===== config.mk =====
export PLATFORM = sky130hd
export DESIGN_NAME = inst_fetch_unit_flat
export DESIGN_NICKNAME = d
export VERILOG_FILES = /design/src/rtl/inst_fetch_unit_if.sv /design/src/rtl/inst_fetch_unit.sv /design/src/flat_wrapper.sv
export SDC_FILE = /design/constraint.sdc
export NUM_CORES = 1
export LEC_CHECK = 0
export BUFFER_PORTS_ARGS = -buffer_cell sky130_fd_sc_hd__buf_2
export CAP_MARGIN = 10
export CORE_MARGIN = 2
export CORE_UTILIZATION = 55
export DETAILED_ROUTE_END_ITERATION = 6
export PLACE_DENSITY = 0.88
export SKIP_LAST_GASP = 1
export SLEW_MARGIN = 25
export SYNTH_ARGS = -nofsm -noshare
export SYNTH_HDL_FRONTEND = slang
export SYNTH_SLANG_ARGS = --single-unit

===== constraint.sdc =====
create_clock -name clk -period 5.8 [get_ports clk]
set_input_delay 0.58 -clock clk [delete_from_list [all_inputs] [get_ports clk]]
set_output_delay 0.58 -clock clk [all_outputs]
set_load 0.05 [all_outputs]

===== src/rtl/inst_fetch_unit_if.sv =====
// inst_fetch_unit_if: instruction memory request/acknowledge bus
interface inst_fetch_unit_if;
  logic        imem_req;
  logic [31:0] imem_addr;
  logic        imem_ack;
  logic [31:0] imem_rdata;
  modport master(output imem_req, imem_addr, input imem_ack, imem_rdata);
  modport slave(input imem_req, imem_addr, output imem_ack, imem_rdata);
endinterface


===== src/rtl/inst_fetch_unit.sv =====
// inst_fetch_unit: PC/IR owner, req/ack instruction fetch, field and immediate decode, PC commands
module inst_fetch_unit #(
  parameter logic [31:0] RESET_PC = 32'h0000_0000,
  parameter int          PC_STEP  = 4
) (
  input  logic                     clk,
  input  logic                     rst,
  inst_fetch_unit_if.master        imem,
  input  logic                     i_fetch_req,
  input  logic                     i_pc_go_next,
  input  logic                     i_pc_jump,
  input  logic                     i_pc_jump_sel,
  input  logic [31:0]              i_jump_target,
  output logic                     o_inst_valid,
  output logic [6:0]               o_opcode,
  output logic [2:0]               o_funct3,
  output logic [6:0]               o_funct7,
  output logic [4:0]               o_rs1,
  output logic [4:0]               o_rs2,
  output logic [4:0]               o_rd,
  output logic [31:0]              o_imm,
  output logic [31:0]              o_pc,
  output logic [31:0]              o_pc_cur,
  output logic                     o_jump_misalign,
  output logic                     o_busy
);
  typedef enum logic [1:0] {IDLE, REQ, HOLD} state_t;
  state_t      r_state, w_next;
  logic [31:0] r_pc, r_pc_cur, r_ir, w_imm, w_target, w_pc_next;
  logic        r_misalign, w_hold, w_misalign;
  logic [6:0]  w_op;
  always_comb begin
    w_next = r_state == IDLE ? (i_fetch_req ? REQ : IDLE) :
             r_state == REQ  ? (imem.imem_ack ? HOLD : REQ) :
                               (i_fetch_req ? REQ : HOLD);
    w_op  = r_ir[6:0];
    w_imm = (w_op == 7'b0010011 || w_op == 7'b0000011 || w_op == 7'b1100111) ? {{20{r_ir[31]}}, r_ir[31:20]} :
            w_op == 7'b0100011 ? {{20{r_ir[31]}}, r_ir[31:25], r_ir[11:7]} :
            w_op == 7'b1100011 ? {{19{r_ir[31]}}, r_ir[31], r_ir[7], r_ir[30:25], r_ir[11:8], 1'b0} :
            w_op == 7'b0110111 ? {r_ir[31:12], 12'b0} :
            w_op == 7'b1101111 ? {{11{r_ir[31]}}, r_ir[31], r_ir[19:12], r_ir[20], r_ir[30:21], 1'b0} :
                                 32'b0;
    w_hold     = r_state == HOLD;
    w_target   = i_pc_jump_sel ? (i_jump_target & 32'hFFFF_FFFE) : r_pc_cur + w_imm;
    w_misalign = w_hold & i_pc_jump & w_target[1];
    // a jump beats an increment; a misaligned jump leaves pc where it was
    w_pc_next  = !w_hold      ? r_pc :
                 i_pc_jump    ? (w_target[1] ? r_pc : w_target) :
                 i_pc_go_next ? r_pc + 32'(PC_STEP) :
                                r_pc;
  end
  always_ff @(posedge clk) begin
    if (rst) begin
      r_state    <= IDLE;
      r_pc       <= RESET_PC;
      r_pc_cur   <= RESET_PC;
      r_ir       <= 32'h0000_0013;
      r_misalign <= 1'b0;
    end else begin
      r_state    <= w_next;
      r_pc       <= w_pc_next;
      r_misalign <= w_misalign;
      if (r_state == REQ && imem.imem_ack) begin
        r_ir     <= imem.imem_rdata;
        r_pc_cur <= r_pc;
      end
    end
  end
  assign imem.imem_req   = r_state == REQ;
  assign imem.imem_addr  = r_pc;
  assign o_busy          = r_state == REQ;
  assign o_inst_valid    = r_state == HOLD;
  assign o_opcode        = r_ir[6:0];
  assign o_funct3        = r_ir[14:12];
  assign o_funct7        = r_ir[31:25];
  assign o_rs1           = r_ir[19:15];
  assign o_rs2           = r_ir[24:20];
  assign o_rd            = r_ir[11:7];
  assign o_imm           = w_imm;
  assign o_pc            = r_pc;
  assign o_pc_cur        = r_pc_cur;
  assign o_jump_misalign = r_misalign;
endmodule

===== src/flat_wrapper.sv =====
// flat-port wrapper written by rule: the top's interface ports become plain ports
module inst_fetch_unit_flat 
#(
  parameter logic [31:0] RESET_PC = 32'h0000_0000,
  parameter int          PC_STEP  = 4
)
  (clk, rst, i_fetch_req, i_pc_go_next, i_pc_jump, i_pc_jump_sel, i_jump_target, o_inst_valid, o_opcode, o_funct3, o_funct7, o_rs1, o_rs2, o_rd, o_imm, o_pc, o_pc_cur, o_jump_misalign, o_busy, imem_imem_req, imem_imem_addr, imem_imem_ack, imem_imem_rdata);
  inst_fetch_unit_if imem_i ();
  input  logic clk;
  input  logic rst;
  input  logic i_fetch_req;
  input  logic i_pc_go_next;
  input  logic i_pc_jump;
  input  logic i_pc_jump_sel;
  input  logic [31:0] i_jump_target;
  output logic o_inst_valid;
  output logic [6:0] o_opcode;
  output logic [2:0] o_funct3;
  output logic [6:0] o_funct7;
  output logic [4:0] o_rs1;
  output logic [4:0] o_rs2;
  output logic [4:0] o_rd;
  output logic [31:0] o_imm;
  output logic [31:0] o_pc;
  output logic [31:0] o_pc_cur;
  output logic o_jump_misalign;
  output logic o_busy;
  output wire logic [$bits(imem_i.imem_req)-1:0] imem_imem_req;
  output wire logic [$bits(imem_i.imem_addr)-1:0] imem_imem_addr;
  input wire logic [$bits(imem_i.imem_ack)-1:0] imem_imem_ack;
  input wire logic [$bits(imem_i.imem_rdata)-1:0] imem_imem_rdata;
  assign imem_imem_req = imem_i.imem_req;
  assign imem_imem_addr = imem_i.imem_addr;
  assign imem_i.imem_ack = imem_imem_ack;
  assign imem_i.imem_rdata = imem_imem_rdata;
  inst_fetch_unit #(.RESET_PC(RESET_PC), .PC_STEP(PC_STEP)) u_core (.clk(clk), .rst(rst), .imem(imem_i), .i_fetch_req(i_fetch_req), .i_pc_go_next(i_pc_go_next), .i_pc_jump(i_pc_jump), .i_pc_jump_sel(i_pc_jump_sel), .i_jump_target(i_jump_target), .o_inst_valid(o_inst_valid), .o_opcode(o_opcode), .o_funct3(o_funct3), .o_funct7(o_funct7), .o_rs1(o_rs1), .o_rs2(o_rs2), .o_rd(o_rd), .o_imm(o_imm), .o_pc(o_pc), .o_pc_cur(o_pc_cur), .o_jump_misalign(o_jump_misalign), .o_busy(o_busy));
endmodule

==> summary.txt <==
Yosys
  – Post-synth top cells: nand2_1, a21oi_1, dfxtp_1, nor2_1, o21ai_0
  – Post-Synthesis Cells: 968
  – Asr flop ratio synth: 0%
  – Synth area leaders: dfxtp_1, nand2_1, a21oi_1
  – Synth Flop Type: dfxtp_1
  – Synthesized flop and latch total: 97
  – Post-synth top area cell: dfxtp_1
  – Avg Cell Area, Syn: 7.01 um2
  – Register area share after synthesis: 28.6%
  – Unique masters post-synth: 62
  – Count leader, synth: nand2_1
  – Syn. warnings: 0
  – Post-synth EDFFs: 0
  – Synth Cell Area: 6790 um2
  – Synth top area share: 28.6%

Global routing
  – Initial antenna violation count: 0
  – First-pass GRT wire length: 34.8 mm
  – Vias in the first global route: 6568
  – Global routing usage on met3: 6.75%
  – Busiest layer in global routing: met2
  – Grt ovf: 0
  – Gr usage total: 33.4%
  – M2 GR Usage: 51.0%
  – Largest net degree at the start of global routing: 96
  – Met1 Track Usage GR: 47.5%

Worst setup path
  – WP data arrival: 4.86 ns
  – Worst r2r src: u_core.r_ir[3]
  – Critical Path RT: 6.05 ns
  – R2r setup slk: 1.19 ns
  – Crit path max fanout: 12
  – Worst reg2reg path depth: 13
  – Setup crit end kind: register
  – Worst reg2reg path endpoint: u_core.imem.imem_addr[31]
  – CP Class: register to register
  – Critical Path Source Type: register

Timing
  – Final Worst Setup Slack: 1.19 ns
  – Final setup vio count: 0
  – Worst-Margin Slew: 1.04 ns
  – RSZ-0062 raised after global routing: no
  – Final Hold Viols: 0
  – Post-layout min period: 4.61 ns
  – Setup Skew: 0.00664 ns
  – Achievable Freq: 217 MHz
  – Slew Viols, Final: 0
  – Final Cycle Share: 79.5%
  – Total negative slack: 0 ns
  – Worst rel slew slack: 30.3%

Clock tree
  – CTS sink count: 97
  – Clk root buf: clkbuf_16
  – Num CTS Buffers: 9
  – Hold buffers post-CTS: 0
  – CTS tree: done
  – CTS H-tree lvls: 3
  – Clock Latency Late Sink: 0.36 ns
  – Clk buf depth: 2
  – Clock slew at reported path FFs: 0.07 ns
  – Post-CTS Resized: 0
  – # Post-CTS Setup Buffers: 0

Routing
  – Avg WL per Cell: 17.8 um
  – Vias: 7663
  – Detail Route Antenna Nets: 0
  – Residual DRC count: 0
  – Initial DRC count: 899
  – First drt pass iteration count: 5
  – Final wirelength: 22.7 mm
  – Vias per cell: 6.00

Pwr
  – Tot Pwr: 0.00159 W
  – P_leak: 3.86 nW
  – Peak VDD IR: 144 uV
  – PwrDens: 198 nW/um2

Die
  – Initial Util: 56.5%
  – DIE HEIGHT: 115 um
  – Row count: 40
  – Io pins: 235
  – Die width: 115 um
  – Core Box Area: 12000 um2
  – Die area: 13200 um2

Placement
  – Dpl hpwl: 16.7 mm
  – Worst slack, placed: 1.30 ns
  – Dpl cells: 1262
  – GPL Wtd Cong: 0.946
  – Area post-placement: 7710 um2
  – IO Port Bufs: 230

Layout
  – Nets: 1230
  – Post-Layout Cell Count: 1278
  – Layout cells sized above 1: 23.2%
  – FILL cells: 1078
  – Area Overhead vs Synth: 17.9%
  – FF/Latch Area: 1940 um2
  – Antenna diodes: 0
  – Final instance area: 8010 um2
  – Multi-input logic area: 4330 um2

Worst hold path
  – Hold crit path type: input pin to register
  – Hold endpoint: u_core.r_ir[1]
  – WHS Path Cells: 3
  – Hold path start: imem_imem_rdata[1]

Flow run
  – Number of max-cap violations: 0

Run status
  – Status: completed
area by class of cell:
class	count	share of cell area, %
tap	147	2.30
multi-input combinational	770	54.1
clock buffer	12	3.08
clock inverter	4	0.656
sequential	97	24.3
inverter	10	0.469
timing repair buffer	238	15.1
report_power, final:
| group | switching (W) | internal [W] | leakage (nW) | total (W) |
|---|---|---|---|---|
| registers | 0.0000192 | 0.000679 | 0.784 | 0.000698 |
| clock network | 0.000266 | 0.000347 | 0.135 | 0.000613 |
| logic | 0.000202 | 0.0000735 | 2.94 | 0.000275 |
| total | 0.000487 | 0.00110 | 3.86 | 0.00159 |
registers in the layout, indices dropped and copies added (netlist names):
name and cells:
u_core.o_jump_misalign 1, u_core.o_pc_cur 31, u_core.imem.imem_addr 31, u_core.r_ir 32, u_core.r_state 2
cells by family (layout without fill, tap and decap cells):
family | after synthesis | after routing | share of synthesized area (%)
buffers and inverters | 103 | 264 | 7.76
adder cells (fa/ha/maj) | 33 | 33 | 6.08
XOR/XNOR | 22 | 22 | 2.84
multiplexers | 7 | 7 | 1.03
flip-flops | 97 | 97 | 28.6
other | 1 | 3 | 0.0552
AO/OA/AOI/OAI | 293 | 293 | 26.3
AND/OR/NAND/NOR | 412 | 412 | 27.3
placed cells by master, fill, tap and decap left out, types with 19 or more instances in the layout:
| master | Yosys | layout |
|---|---|---|
| a21oi_1 | 125 | 125 |
| ha_1 | 33 | 33 |
| nand2_1 | 208 | 207 |
| dfxtp_1 | 97 | 97 |
| nor3_1 | 19 | 19 |
| o21ai_0 | 62 | 61 |
| a21o_1 | 20 | 20 |
| nand3_1 | 22 | 22 |
| nor2_1 | 76 | 76 |
| buf_2 | 1 | 230 |
| and3_1 | 21 | 21 |
how the worst max path moves through the flow:
stage              startpoint                        end  slack [ns]  depth (start not counted)
6_report       u_core.r_ir[3]  u_core.imem.imem_addr[31]        1.19                         13
5_1_grt        u_core.r_ir[3]  u_core.imem.imem_addr[24]        0.89                         13
4_1_cts        u_core.r_ir[3]  u_core.imem.imem_addr[31]        1.27                         13
3_5_place_dp   u_core.r_ir[3]  u_core.imem.imem_addr[31]        1.30                         13
3_3_place_gp   u_core.r_ir[3]  u_core.imem.imem_addr[31]        1.40                         13
2_1_floorplan  u_core.r_ir[3]  u_core.imem.imem_addr[31]        0.95                         16
through the flow:
step	util [%]	hold WS (ns)
final	66.6	0.442
after floorplan	-	0.458
after CTS	66.6	0.433
after global placement	64.2	0.459
after global routing	66.6	0.455
after detailed placement	64.2	0.465
metal layers:
layer / up-vias / part of all wire (%)
met5: - / 0
met4: 0 / 2.3
met3: 34 / 11
li1: 3703 / -
met1: 3466 / 42
met2: 460 / 44
worst max-delay path: stages, from the launching register on:
cell,delay (ns)
dfxtp_1,0.54
and4bb_1,0.29
a22oi_1,0.80
nor2b_1,0.17
ha_1,0.44
o21ai_0,0.14
o21a_1,0.21
o41ai_1,0.49
nor3_1,0.09
a211o_1,0.36
o221ai_2,0.19
a21oi_2,0.11
or4_1,0.49
and3_1,0.17
(Power assumes the default switching activity.)
